<file path="config.mk">
export PLATFORM = sky130hd
export DESIGN_NAME = w_bit_serializer_flat
export DESIGN_NICKNAME = d
export VERILOG_FILES = /design/src/rtl/w_bit_serializer_if.sv /design/src/rtl/w_bit_serializer.sv /design/src/flat_wrapper.sv
export SDC_FILE = /design/constraint.sdc
export NUM_CORES = 1
export LEC_CHECK = 0
export ABC_CLOCK_PERIOD_IN_PS = 3100
export BUFFER_PORTS_ARGS = -buffer_cell sky130_fd_sc_hd__buf_2
export CAP_MARGIN = 20
export CORE_ASPECT_RATIO = 0.75
export CORE_MARGIN = 2
export CORE_UTILIZATION = 35
export CTS_BUF_LIST = sky130_fd_sc_hd__clkbuf_4
export DETAILED_ROUTE_END_ITERATION = 8
export PLACE_DENSITY = 0.54
export SKIP_CTS_REPAIR_TIMING = 1
export SLEW_MARGIN = 20
export SYNTH_ARGS = -nofsm -noshare
export SYNTH_HDL_FRONTEND = slang
export SYNTH_SLANG_ARGS = --single-unit
</file>
<file path="constraint.sdc">
create_clock -name clk -period 3.1 [get_ports clk]
set_input_delay 0.62 -clock clk [delete_from_list [all_inputs] [get_ports clk]]
set_output_delay 0.62 -clock clk [all_outputs]
set_load 0.02 [all_outputs]
</file>
<file path="src/rtl/w_bit_serializer_if.sv">
// Word-in / bit-out bundle between a parallel word producer and the w-line serializer.
// The producer holds the master side; the serializer holds the slave side.
interface w_bit_serializer_if #(
   parameter int WIDTH = 8,
   parameter int DEPTH = 4
);
   logic [WIDTH-1:0]         in_data;
   logic                     in_valid;
   logic                     in_ready;
   logic                     w;
   logic                     w_active;
   logic                     busy;
   logic [$clog2(DEPTH):0]   fifo_level;
   logic [15:0]              words_sent;

   modport master (
      output in_data, in_valid,
      input  in_ready, w, w_active, busy, fifo_level, words_sent
   );

   modport slave (
      input  in_data, in_valid,
      output in_ready, w, w_active, busy, fifo_level, words_sent
   );
endinterface

</file>
<file path="src/rtl/w_bit_serializer.sv">
// Buffers parallel words in a small FIFO and shifts them onto the serial line w, one bit per
// clock, with back-to-back words chained without an idle gap.
module w_bit_serializer #(
   parameter int WIDTH     = 8,
   parameter int DEPTH     = 4,
   parameter bit IDLE_BIT  = 1'b1,
   parameter bit MSB_FIRST = 1'b1
) (
   input  logic              clk,
   input  logic              reset,
   w_bit_serializer_if.slave bus
);
   localparam int AW = $clog2(DEPTH);
   localparam int LW = AW + 1;
   localparam int CW = $clog2(WIDTH + 1);
   localparam logic [LW-1:0] FULL_LEVEL = LW'(DEPTH);
   localparam logic [CW-1:0] LAST_CNT   = CW'(WIDTH);

   typedef enum logic {IDLE, SHIFT} state_t;

   state_t           state, state_next;
   logic [WIDTH-1:0] mem [DEPTH];
   logic [AW-1:0]    wr_ptr, rd_ptr;
   logic [LW-1:0]    level;
   logic [WIDTH-1:0] shreg, shreg_next;
   logic [CW-1:0]    bit_cnt, bit_cnt_next;
   logic             w_reg, w_next;
   logic             active_reg, active_next;
   logic [15:0]      sent;
   logic             push, pop, word_done, can_accept;
   logic [WIDTH-1:0] head, head_rest, shreg_rest;
   logic             head_first, shreg_first;

   assign can_accept = (level < FULL_LEVEL);
   assign push       = bus.in_valid && can_accept;
   assign head       = mem[rd_ptr];

   // shreg keeps the not-yet-sent bits aligned so the next bit always sits at the output end
   assign head_first  = MSB_FIRST ? head[WIDTH-1]  : head[0];
   assign head_rest   = MSB_FIRST ? (head << 1)    : (head >> 1);
   assign shreg_first = MSB_FIRST ? shreg[WIDTH-1] : shreg[0];
   assign shreg_rest  = MSB_FIRST ? (shreg << 1)   : (shreg >> 1);

   always_comb begin
      state_next   = state;
      w_next       = w_reg;
      active_next  = active_reg;
      bit_cnt_next = bit_cnt;
      shreg_next   = shreg;
      pop          = 1'b0;
      word_done    = 1'b0;
      case (state)
         IDLE: begin
            if (level != '0) begin
               pop          = 1'b1;
               w_next       = head_first;
               active_next  = 1'b1;
               bit_cnt_next = CW'(1);
               shreg_next   = head_rest;
               state_next   = SHIFT;
            end else begin
               w_next      = IDLE_BIT;
               active_next = 1'b0;
            end
         end
         SHIFT: begin
            if (bit_cnt != LAST_CNT) begin
               w_next       = shreg_first;
               shreg_next   = shreg_rest;
               bit_cnt_next = bit_cnt + 1'b1;
            end else begin
               // last bit has had its cycle; chain straight into the next word if one waits
               word_done = 1'b1;
               if (level != '0) begin
                  pop          = 1'b1;
                  w_next       = head_first;
                  bit_cnt_next = CW'(1);
                  shreg_next   = head_rest;
               end else begin
                  w_next       = IDLE_BIT;
                  active_next  = 1'b0;
                  bit_cnt_next = '0;
                  state_next   = IDLE;
               end
            end
         end
         default: state_next = IDLE;
      endcase
   end

   always_ff @(posedge clk) begin
      if (reset) begin
         state      <= IDLE;
         w_reg      <= IDLE_BIT;
         active_reg <= 1'b0;
         bit_cnt    <= '0;
         shreg      <= '0;
         wr_ptr     <= '0;
         rd_ptr     <= '0;
         level      <= '0;
         sent       <= '0;
      end else begin
         state      <= state_next;
         w_reg      <= w_next;
         active_reg <= active_next;
         bit_cnt    <= bit_cnt_next;
         shreg      <= shreg_next;
         if (push) wr_ptr <= wr_ptr + 1'b1;
         if (pop)  rd_ptr <= rd_ptr + 1'b1;
         case ({push, pop})
            2'b10:   level <= level + 1'b1;
            2'b01:   level <= level - 1'b1;
            default: level <= level;
         endcase
         sent <= sent + 16'(word_done);
      end
   end

   always_ff @(posedge clk) begin
      if (push && !reset) mem[wr_ptr] <= bus.in_data;
   end

   assign bus.in_ready   = can_accept;
   assign bus.w          = w_reg;
   assign bus.w_active   = active_reg;
   assign bus.busy       = active_reg | (level != '0);
   assign bus.fifo_level = level;
   assign bus.words_sent = sent;
endmodule

</file>
<file path="src/flat_wrapper.sv">
// flat-port wrapper written by rule: the top's interface ports become plain ports
module w_bit_serializer_flat 
#(
   parameter int WIDTH     = 8,
   parameter int DEPTH     = 4,
   parameter bit IDLE_BIT  = 1'b1,
   parameter bit MSB_FIRST = 1'b1
)
  (clk, reset, bus_in_data, bus_in_valid, bus_in_ready, bus_w, bus_w_active, bus_busy, bus_fifo_level, bus_words_sent);
  w_bit_serializer_if #(.WIDTH(WIDTH), .DEPTH(DEPTH)) bus_i ();
  input  logic clk;
  input  logic reset;
  input wire logic [$bits(bus_i.in_data)-1:0] bus_in_data;
  input wire logic [$bits(bus_i.in_valid)-1:0] bus_in_valid;
  output wire logic [$bits(bus_i.in_ready)-1:0] bus_in_ready;
  output wire logic [$bits(bus_i.w)-1:0] bus_w;
  output wire logic [$bits(bus_i.w_active)-1:0] bus_w_active;
  output wire logic [$bits(bus_i.busy)-1:0] bus_busy;
  output wire logic [$bits(bus_i.fifo_level)-1:0] bus_fifo_level;
  output wire logic [$bits(bus_i.words_sent)-1:0] bus_words_sent;
  assign bus_i.in_data = bus_in_data;
  assign bus_i.in_valid = bus_in_valid;
  assign bus_in_ready = bus_i.in_ready;
  assign bus_w = bus_i.w;
  assign bus_w_active = bus_i.w_active;
  assign bus_busy = bus_i.busy;
  assign bus_fifo_level = bus_i.fifo_level;
  assign bus_words_sent = bus_i.words_sent;
  w_bit_serializer #(.WIDTH(WIDTH), .DEPTH(DEPTH), .IDLE_BIT(IDLE_BIT), .MSB_FIRST(MSB_FIRST)) u_core (.clk(clk), .reset(reset), .bus(bus_i));
endmodule
</file>
==> flow_summary.json <==
{
  "status": "finished clean",
  "place_area_um2": 3350,
  "synthMuxAreaShare": 0.0924,
  "design_area_um2": 3500,
  "min_period_ps": 2510,
  "cts.clk_slew.worst_paths_ps": 120,
  "grt_pass1_wl_um": 9360,
  "cts.sinks": 72,
  "cts-root-buf": "clkbuf_4",
  "totalPowerFinal_mw": 2.61,
  "row_count": 29,
  "grt_max_degree": 26,
  "clkLatencyLatePin_ps": 430,
  "hold_path.class": "in -> reg",
  "io_buffers": 33,
  "drt-initial-drc-count": 120,
  "synthTopCellsByCount": "dfxtp_1 (40), edfxtp_1 (32), nand2_1 (23), nor2_1 (18), inv_1 (14)",
  "initial_core_util": 0.362,
  "synth_warnings": 0,
  "synth_ff_type": "dfxtp_1",
  "holdPathStages": 1,
  "synth-simple-area-share": 0.154,
  "overflow": 0,
  "core_um2": 8530,
  "nets": 316,
  "yosys.cell_count.top_type": "dfxtp_1",
  "die_w_um": 112,
  "syn_avg_cell_area_um2": 11.9,
  "synth_compound_area_frac": 0.0831,
  "fmaxAchievable_mhz": 399,
  "antenna_cells": 0,
  "rrSetupSlack_ps": 590,
  "synth_nets": 281,
  "wl_per_cell_um": 13.8,
  "slew_viol_final": 0,
  "io_pins": 34,
  "grt.total_usage": 0.127,
  "worstPathRequired_ps": 3430,
  "synth_top_family_by_area": "simple AND/OR/NAND/NOR gates",
  "cts_buffers": 9,
  "maxCapViolCount": 0,
  "synth.distinct_cells": 40,
  "skew_ps": 15.0,
  "drc": 0,
  "synthArstFlopShare": 0,
  "drtAntennaViolNets": 0,
  "drive_gt1_frac": 0.223,
  "area_growth_pct": 13.2,
  "die-area_um2": 9600,
  "worstSetupStartpointType": "flop",
  "synth_edf_count": 32,
  "regMostFlops": "u_core.mem",
  "hpwl_um": 3940,
  "cts_tree": "built",
  "ys_ff_latch": 72,
  "rsz0062_at_grt": "no",
  "setup_viol": 0,
  "reg2regPathDepth": 7,
  "synth_top_area_frac": 0.311,
  "relSlewSlack": 0.656,
  "finalHoldViolCount": 0,
  "nFillCells": 811,
  "setup-tns-final_ps": 0,
  "die_h_um": 85.3,
  "peakVddDrop_mv": 0.325,
  "cp-end-kind": "flop",
  "tightest_slew_ps": 515,
  "leakage_nw": 1.29,
  "h-tree-depth": 3,
  "clockBufferDepth": 2,
  "synth_fa_ha_area_frac": 0.0429,
  "largest_reg_flops": 32,
  "vias": 2021,
  "gp_congestion": 0.812,
  "period_share": 0.809,
  "yosysTopAreaCell": "edfxtp_1",
  "synth.area.top_cells": "edfxtp_1 (31%), dfxtp_1 (26%), mux4_1 (6.0%)",
  "arrival_ps": 2840,
  "crit_type": "reg -> reg",
  "synth_cells": 260,
  "post_synth_instance_area_um2": 3090,
  "antenna_found_initial": 0,
  "power_density_nw_per_um2": 747,
  "synthXorXnorAreaFrac": 0.0170,
  "cp_max_fo": 13,
  "drt_wl_total_um": 5650,
  "viasPerCell": 4.95,
  "drt-pass1-iter-count": 4,
  "grt_pass1_vias": 1900,
  "ys_seq_area_frac": 0.571
}
[metrics by stage]
step | worst slack (ps) | util | hold slack (ps) | instances
3_3_place_gp | 710 | 0.393 | 483 | 392
3_5_place_dp | 599 | 0.393 | 481 | 392
5_1_grt | 445 | 0.410 | 359 | 408
2_1_floorplan | 789 | - | 464 | 260
4_1_cts | 585 | 0.410 | 366 | 408
6_report | 591 | 0.410 | 398 | 408
[where the power goes]
| part | total (mW) | switching [mW] | internal, mW |
|---|---|---|---|
| Clock | 0.598 | 0.340 | 0.259 |
| Sequential | 1.25 | 0.120 | 1.13 |
| Combinational | 0.760 | 0.447 | 0.313 |
[final cells by class]
class                   count  area (µm²)  area share
inverters                  15        56.3      0.0161
well taps                 108         135      0.0387
repair buffers             37         195      0.0558
clock inverters             6        68.8      0.0197
clock buffers              10        75.1      0.0215
flip-flops and latches     72        1760       0.504
multi-input cells         160        1200       0.344
[logic make-up after synthesis]
logic type	Yosys count
and+or+nand+nor	92
DFF	72
AOI/OAI and AO/OA	37
buffers and inverters	28
muxes	15
adders and majority gates	10
xor gates and xnor gates	6
[worst max-delay path: stages (launching register included)]
cell and delay (ps):
dfxtp_1 620, inv_1 310, nor2_1 170, ha_1 210, ha_1 210, nand3_2 190
nor4_1 340, mux2_2 370
[per-layer routing]
| metal | share of wire | up-vias | global-route usage |
|---|---|---|---|
| met3 | 0.044 | 8 | 0.0514 |
| li1 | - | 1039 | - |
| met1 | 0.51 | 932 | 0.172 |
| met4 | 0.016 | 0 | 0.0466 |
| met2 | 0.43 | 42 | 0.185 |
| met5 | 0 | - | 0 |
[cell usage in the layout (no fill, tap or decap), types with 2 or more instances in the layout]
| cell | Yosys | routed |
|---|---|---|
| a21oi_1 | 12 | 12 |
| a311oi_1 | 9 | 9 |
| a31oi_1 | 3 | 3 |
| and2_1 | 4 | 4 |
| and3b_1 | 2 | 2 |
| buf_2 | 2 | 33 |
| buf_4 | 0 | 4 |
| clkbuf_4 | 0 | 10 |
| clkinv_4 | 0 | 2 |
| dfxtp_1 | 40 | 40 |
| edfxtp_1 | 32 | 32 |
| ha_1 | 9 | 9 |
| inv_1 | 14 | 14 |
| mux2_2 | 7 | 7 |
| mux4_1 | 7 | 7 |
| nand2_1 | 23 | 23 |
| nand2b_1 | 3 | 3 |
| nand3_1 | 8 | 8 |
| nand4_1 | 3 | 3 |
| nor2_1 | 18 | 18 |
| nor2b_1 | 8 | 8 |
| nor3_1 | 7 | 7 |
| nor4_1 | 4 | 4 |
| o21ai_0 | 4 | 4 |
| o31ai_1 | 4 | 4 |
| or3_1 | 5 | 5 |
| or4_1 | 4 | 4 |
| xnor2_1 | 3 | 3 |
| xor2_1 | 3 | 3 |
[final timing paths]
check,from,endpoint
max,u_core.state$_SDFF_PP0_,u_core.bus.words_sent[12]$_SDFF_PP0_
max reg2reg,u_core.state$_SDFF_PP0_,u_core.bus.words_sent[12]$_SDFF_PP0_
min reg2reg,u_core.shreg[3]$_SDFF_PP0_,u_core.shreg[3]$_SDFF_PP0_
min,bus_in_data[1],u_core.mem[0][1]$_DFFE_PP_
Power figures use the tool's default switching activity.
